`src/rtl/sign_extend_pkg.sv`:
```
// rtl/sign_extend_pkg.sv - shared widths and extension-mode type for the immediate extender
//
// Purpose:
//   Default widths for the decode-stage immediate extender and the enum
//   that selects between sign and zero extension.
// Contents:
//   IMM_W_DEFAULT  default raw immediate width
//   EXT_W_DEFAULT  default extended immediate width
//   ext_mode_e     EXT_SIGN replicates the immediate MSB, EXT_ZERO fills with 0
package sign_extend_pkg;

  localparam int IMM_W_DEFAULT = 8;
  localparam int EXT_W_DEFAULT = 16;

  typedef enum logic {
    EXT_SIGN = 1'b0,
    EXT_ZERO = 1'b1
  } ext_mode_e;

endpackage

```
`src/rtl/sign_extend_core.sv`:
```
// rtl/sign_extend_core.sv - combinational immediate extender (sign or zero fill)
//
// Purpose:
//   Widens an IN_W-bit immediate to OUT_W bits. The low IN_W bits pass
//   through unchanged; the upper bits are either copies of bit IN_W-1
//   (EXT_SIGN) or zero (EXT_ZERO). Purely bitwise, no arithmetic.
// Ports:
//   imm   input  IN_W   raw immediate
//   mode  input  1      ext_mode_e extension selector
//   ext   output OUT_W  extended immediate
module sign_extend_core
  import sign_extend_pkg::*;
#(
  parameter int IN_W  = IMM_W_DEFAULT,
  parameter int OUT_W = EXT_W_DEFAULT
) (
  input  logic [IN_W-1:0]  imm,
  input  ext_mode_e        mode,
  output logic [OUT_W-1:0] ext
);

  // A zero-width replication is illegal, so the equal-width case is a
  // separate branch where the extender collapses to a wire.
  if (OUT_W > IN_W) begin : g_ext
    logic fill;
    assign fill = (mode == EXT_SIGN) ? imm[IN_W-1] : 1'b0;
    assign ext  = {{(OUT_W-IN_W){fill}}, imm};
  end else begin : g_pass
    logic unused_mode;
    assign unused_mode = mode;
    assign ext         = imm;
  end

endmodule

```
`src/rtl/sign_extend.sv`:
```
// rtl/sign_extend.sv - registered immediate extender for the CPU decode stage
//
// Purpose:
//   One-cycle pipelined immediate extender feeding the ALU operand mux and
//   the branch-offset adder. The valid flag travels with the data; a new
//   immediate is accepted every cycle and there is no backpressure.
//   Optional feature macro: SIGN_EXTEND_ZEXT_EN adds the zext port, which
//   selects zero extension for logical immediates. Without it the block
//   always sign-extends.
// Ports:
//   clk               input  1      clock, all state on rising edge
//   rst               input  1      synchronous active-high reset
//   in_valid          input  1      Immediate is valid this cycle
//   Immediate         input  IN_W   raw immediate field
//   zext              input  1      (SIGN_EXTEND_ZEXT_EN only) 1 = zero-extend
//   out_valid         output 1      SignExtImmediate holds a result
//   SignExtImmediate  output OUT_W  extended immediate
module sign_extend
  import sign_extend_pkg::*;
#(
  parameter int IN_W  = IMM_W_DEFAULT,
  parameter int OUT_W = EXT_W_DEFAULT
) (
  input  logic             clk,
  input  logic             rst,
  input  logic             in_valid,
  input  logic [IN_W-1:0]  Immediate,
`ifdef SIGN_EXTEND_ZEXT_EN
  input  logic             zext,
`endif
  output logic             out_valid,
  output logic [OUT_W-1:0] SignExtImmediate
);

  if (IN_W < 2 || OUT_W < IN_W) begin : g_bad_params
    $error("sign_extend: need IN_W >= 2 and OUT_W >= IN_W (IN_W=%0d OUT_W=%0d)", IN_W, OUT_W);
  end

  ext_mode_e        mode;
  logic [OUT_W-1:0] ext_value;

`ifdef SIGN_EXTEND_ZEXT_EN
  assign mode = zext ? EXT_ZERO : EXT_SIGN;
`else
  assign mode = EXT_SIGN;
`endif

  sign_extend_core #(
    .IN_W  (IN_W),
    .OUT_W (OUT_W)
  ) u_core (
    .imm  (Immediate),
    .mode (mode),
    .ext  (ext_value)
  );

  // Data only loads on a valid input so the output bus stays quiet while idle.
  always_ff @(posedge clk) begin
    if (rst) begin
      out_valid        <= 1'b0;
      SignExtImmediate <= '0;
    end else if (in_valid) begin
      out_valid        <= 1'b1;
      SignExtImmediate <= ext_value;
    end else begin
      out_valid        <= 1'b0;
    end
  end

  a_in_valid_known: assert property (@(posedge clk) !$isunknown(in_valid))
    else $error("sign_extend: in_valid is X/Z");

endmodule

```
`config.mk`:
```
export PLATFORM = sky130hd
export DESIGN_NAME = sign_extend
export DESIGN_NICKNAME = d
export VERILOG_FILES = /design/src/rtl/sign_extend_pkg.sv /design/src/rtl/sign_extend_core.sv /design/src/rtl/sign_extend.sv
export SDC_FILE = /design/constraint.sdc
export NUM_CORES = 1
export LEC_CHECK = 0
export BUFFER_PORTS_ARGS = -buffer_cell sky130_fd_sc_hd__buf_4
export CAP_MARGIN = 25
export CELL_PAD_IN_SITES_DETAIL_PLACEMENT = 1
export CELL_PAD_IN_SITES_GLOBAL_PLACEMENT = 2
export CORE_UTILIZATION = 19
export DETAILED_ROUTE_END_ITERATION = 6
export PLACE_DENSITY = 0.81
export SETUP_SLACK_MARGIN = 0.02
export SYNTH_ARGS = -nofsm -noshare
export SYNTH_HDL_FRONTEND = slang
export SYNTH_SLANG_ARGS = --single-unit
```
`constraint.sdc`:
```
create_clock -name clk -period 0.92 [get_ports clk]
set_clock_uncertainty 0.05 [all_clocks]
set_input_delay 0.184 -clock clk [delete_from_list [all_inputs] [get_ports clk]]
set_output_delay 0.184 -clock clk [all_outputs]
set_load 0.01 [all_outputs]
```
# After elaboration in Yosys (flattened, before gate mapping)
# Cells that the tools add are included.
# totals
out_inout_bits	17
regBits	9
wordCells	3
inputBits	11
# op_classes
muxes	1
# ops
cell	count
$mux 1	1

# Depth between registers and ports, before layout
# logic_depth
ltp_word	1
depth_mapped	3
depth_no_buf	2

# Hierarchy
# A second synthesis with hierarchy kept.
# unflattened
cells_unflattened	72
hier_area_um2	745.7
# modules_own_cells
module	seq_area_each_um2	area_per_inst_um2	instances	cells_each
sign_extend	340.3	611.8	1	55
sign_extend_core	0.0	133.9	1	17

# Worst setup path before layout
# Ideal clock, no wire load.
# synth_path
path_kind	reg-to-output
start	reg SignExtImmediate[7] (netlist name)
end	out SignExtImmediate[10]
t_required_ns	0.686
path_slack_ns	0.027
n_path_buf	1
arrival_ns	0.659
stages_incl_launch_ff	2
cell_sequence	dfxtp_1 buf_4
# synth_rtl
element	line_no	text
end, declared	sign_extend.sv:32	output logic [OUT_W-1:0] SignExtImmediate
# No word-level cell between the ends.

# Final worst setup path
# layout_path
start	reg SignExtImmediate[7] (netlist name)
end	out SignExtImmediate[9]
# No word-level cell between the ends.

==> flow_summary_export.csv <==
group,metric,value,unit
status,status,"complete, but fails checks",
status,violations,"setup timing",
synth,yosysSeqAreaShare,48.3,%
die,chipWidth,46.3,um
timing,finalWorstSetupSlack,-0.0939,ns
detailed_routing,num_vias,300,
power_and_ir_drop,p_clk_share,33.2,%
worst_setup_path,cp.arrival,0.78,ns
synth,synth_xor_area_share,0,%
clocking,holdBufCountCts,0,
clocking,cts_tree,"built",
global_routing,grtUsageTotal,8.73,%
global_routing,grt_pass1_wl,1210,um
synth,postSynthAreaPerCell,10.4,um2
worst_setup_path,critPathTopFamily,"flip-flops",
finish,nNetsFinal,69,
worst_setup_path,worstSetupPathType,"register to output port",
clocking,clkLatencyLatePin,0.26,ns
worst_setup_path,cp_slowest_cell,"dfxtp_4",
detailed_routing,drt_iter0_markers,0,
die,design.core.area,1780,um2
timing,hold_viol,0,
die,die_y,46.3,um
finish,antenna-diode-count,0,
global_routing,grt_pass1_vias,292,
placed_design,dpl.hpwl,573,um
synth,ys_seq_elements,9,
timing,fin_tns_setup,-0.851,ns
worst_setup_path,crit_path_max_fanout,10,
die,initial_core_util,20.9,%
synth,synth_compound_area_share,0,%
finish,mostFrequentLayoutCells,"buf_4, dfxtp_2, mux2i_1, nor2_1, buf_6",
timing,fmax,986,MHz
synth,synthCells,36,
worst_setup_path,crit_chain,"buf_4",
clocking,clk_path_buf_depth,2,
timing,worstMarginPinSlew,0.133,ns
power_and_ir_drop,power.share.combinational,19.3,%
detailed_routing,wl_per_cell,9.89,um
finish,final_common_cell,"buf_4",
power_and_ir_drop,powerDensity,1520,nW/um2
worst_setup_path,path_buf_inv,1,
power_and_ir_drop,p_sw_share,24.3,%
finish,synthToLayoutAreaGrowth,61.1,%
worst_setup_path,critical_path_required,0.69,ns
power_and_ir_drop,p_int,693,uW
clocking,h-tree-depth,1,
synth,yosysUniqueCellTypes,7,
timing,setup-violations-final,13,
placed_design,dp_slack,0.0360,ns
power_and_ir_drop,leakage,0.000301,uW
detailed_routing,first_pass_iters,1,
timing,slew_viol_final,0,
power_and_ir_drop,switching_power,223,uW
die,die-area,2140,um2
synth,synth_mux_area_share,21.5,%
die,ioPinCount,28,
placed_design,io_buffers,27,
timing,finalCritPeriodShare,110,%
global_routing,grt-ovfl-total,0,
power_and_ir_drop,p_seq_share,47.5,%
clocking,clock-root-buffer,"clkbuf_4",
timing,slew_headroom,90.8,%
synth,synthAdderAreaFrac,0,%
clocking,cts-resized-gates,18,
timing,fin_crit,1.01,ns
synth,syn_nets,47,
detailed_routing,viasPerCell,3.66,
synth,synth_top_family_by_area,"multiplexers",
clocking,path_clk_slew,0.07,ns
synth,synth_area,373,um2
worst_setup_path,slowest_delay,0.39,ns
detailed_routing,routed_wl,811,um
worst_setup_path,crit_path_start_kind,"register",
clocking,numCtsBuffers,3,
detailed_routing,drc,0,
synth,ys_warn_count,0,
finish,nFillCells,210,
synth,yosys.area_share.simple,9.73,%
detailed_routing,detail-route-antenna-nets,0,
placed_design,gp_congestion,0.542,
finish,layout-drive-gt1-share,68.4,%
global_routing,grt_start_max_net_pins,11,
clocking,cts_setup_buffers,0,
hold_path,hp-class,"input pin to register",
power_and_ir_drop,vdd_drop_max,0.000487,V
die,num_rows,15,
global_routing,antenna_found_initial,0,
job,max_cap_viol_count,0,
worst_setup_path,cp-end-kind,"output port",
timing,rsz0062_at_grt,"yes",
clocking,cts_sinks,9,
## cells by family (layout without fill, tap and decap cells)
| group | after synthesis | count (layout) |
|---|---|---|
| buf+inv | 10 | 31 |
| flops | 9 | 9 |
| mux | 8 | 8 |
| simple gates | 9 | 9 |
## stage by stage
stage	std cells	total power [uW]	hold WS [ns]	util (%)	cell area [um2]
floorplan	36	532	0.281	-	373
global placement	78	600	0.367	29.8	531
detailed placement	78	604	0.382	29.8	531
CTS	82	932	0.110	33.7	601
global route	82	977	0.108	33.7	601
finish	82	916	0.107	33.7	601
## layer usage
metal | vias up | wire [um] | GRT usage [%]
met5 | - | 0 | 0
met4 | 0 | 0 | 7.06
met3 | 0 | 94 | 3.53
met2 | 22 | 385 | 12.5
met1 | 129 | 332 | 10.0
li1 | 149 | - | -
## registers in the layout, summed over array words and instances (netlist names)
name and count:
SignExtImmediate 8, out_valid 1
## layout make-up
class                   count  area, um2  share of cell area (%)
repair buffers             27        233                    38.7
flip-flops and latches      9        194                    32.3
multi-input cells          17        116                    19.4
well taps                  25       31.3                    5.21
clock buffers               4       26.3                    4.38
## Yosys cell counts
library cell	instances	area share (%)
clkbuf_2	1	1.3
mux2i_1	8	21
buf_4	8	16
nor2_1	8	8.1
nor2b_1	1	1.7
buf_6	1	3.0
dfxtp_1	9	48
## power groups by stage
stage | sequential (uW) | combinational (uW) | clock, uW
after global placement | 436 | 164 | 0
final | 435 | 177 | 304
after floorplan | 447 | 85.1 | 0
after global routing | 438 | 193 | 346
after detailed placement | 437 | 167 | 0
after CTS | 435 | 180 | 316
## worst paths after layout
path / from / slack [ns] / depth (start not counted) / endpoint
worst max-delay path: SignExtImmediate[7] / -0.09 / 1 / SignExtImmediate[9]
worst min register to register: SignExtImmediate[6] / 0.45 / 2 / SignExtImmediate[6]
worst max register to register: SignExtImmediate[7] / 0.21 / 2 / SignExtImmediate[7]
worst min-delay path: rst / 0.11 / 2 / SignExtImmediate[1]
No activity file was read; power rests on OpenSTA's default activity.
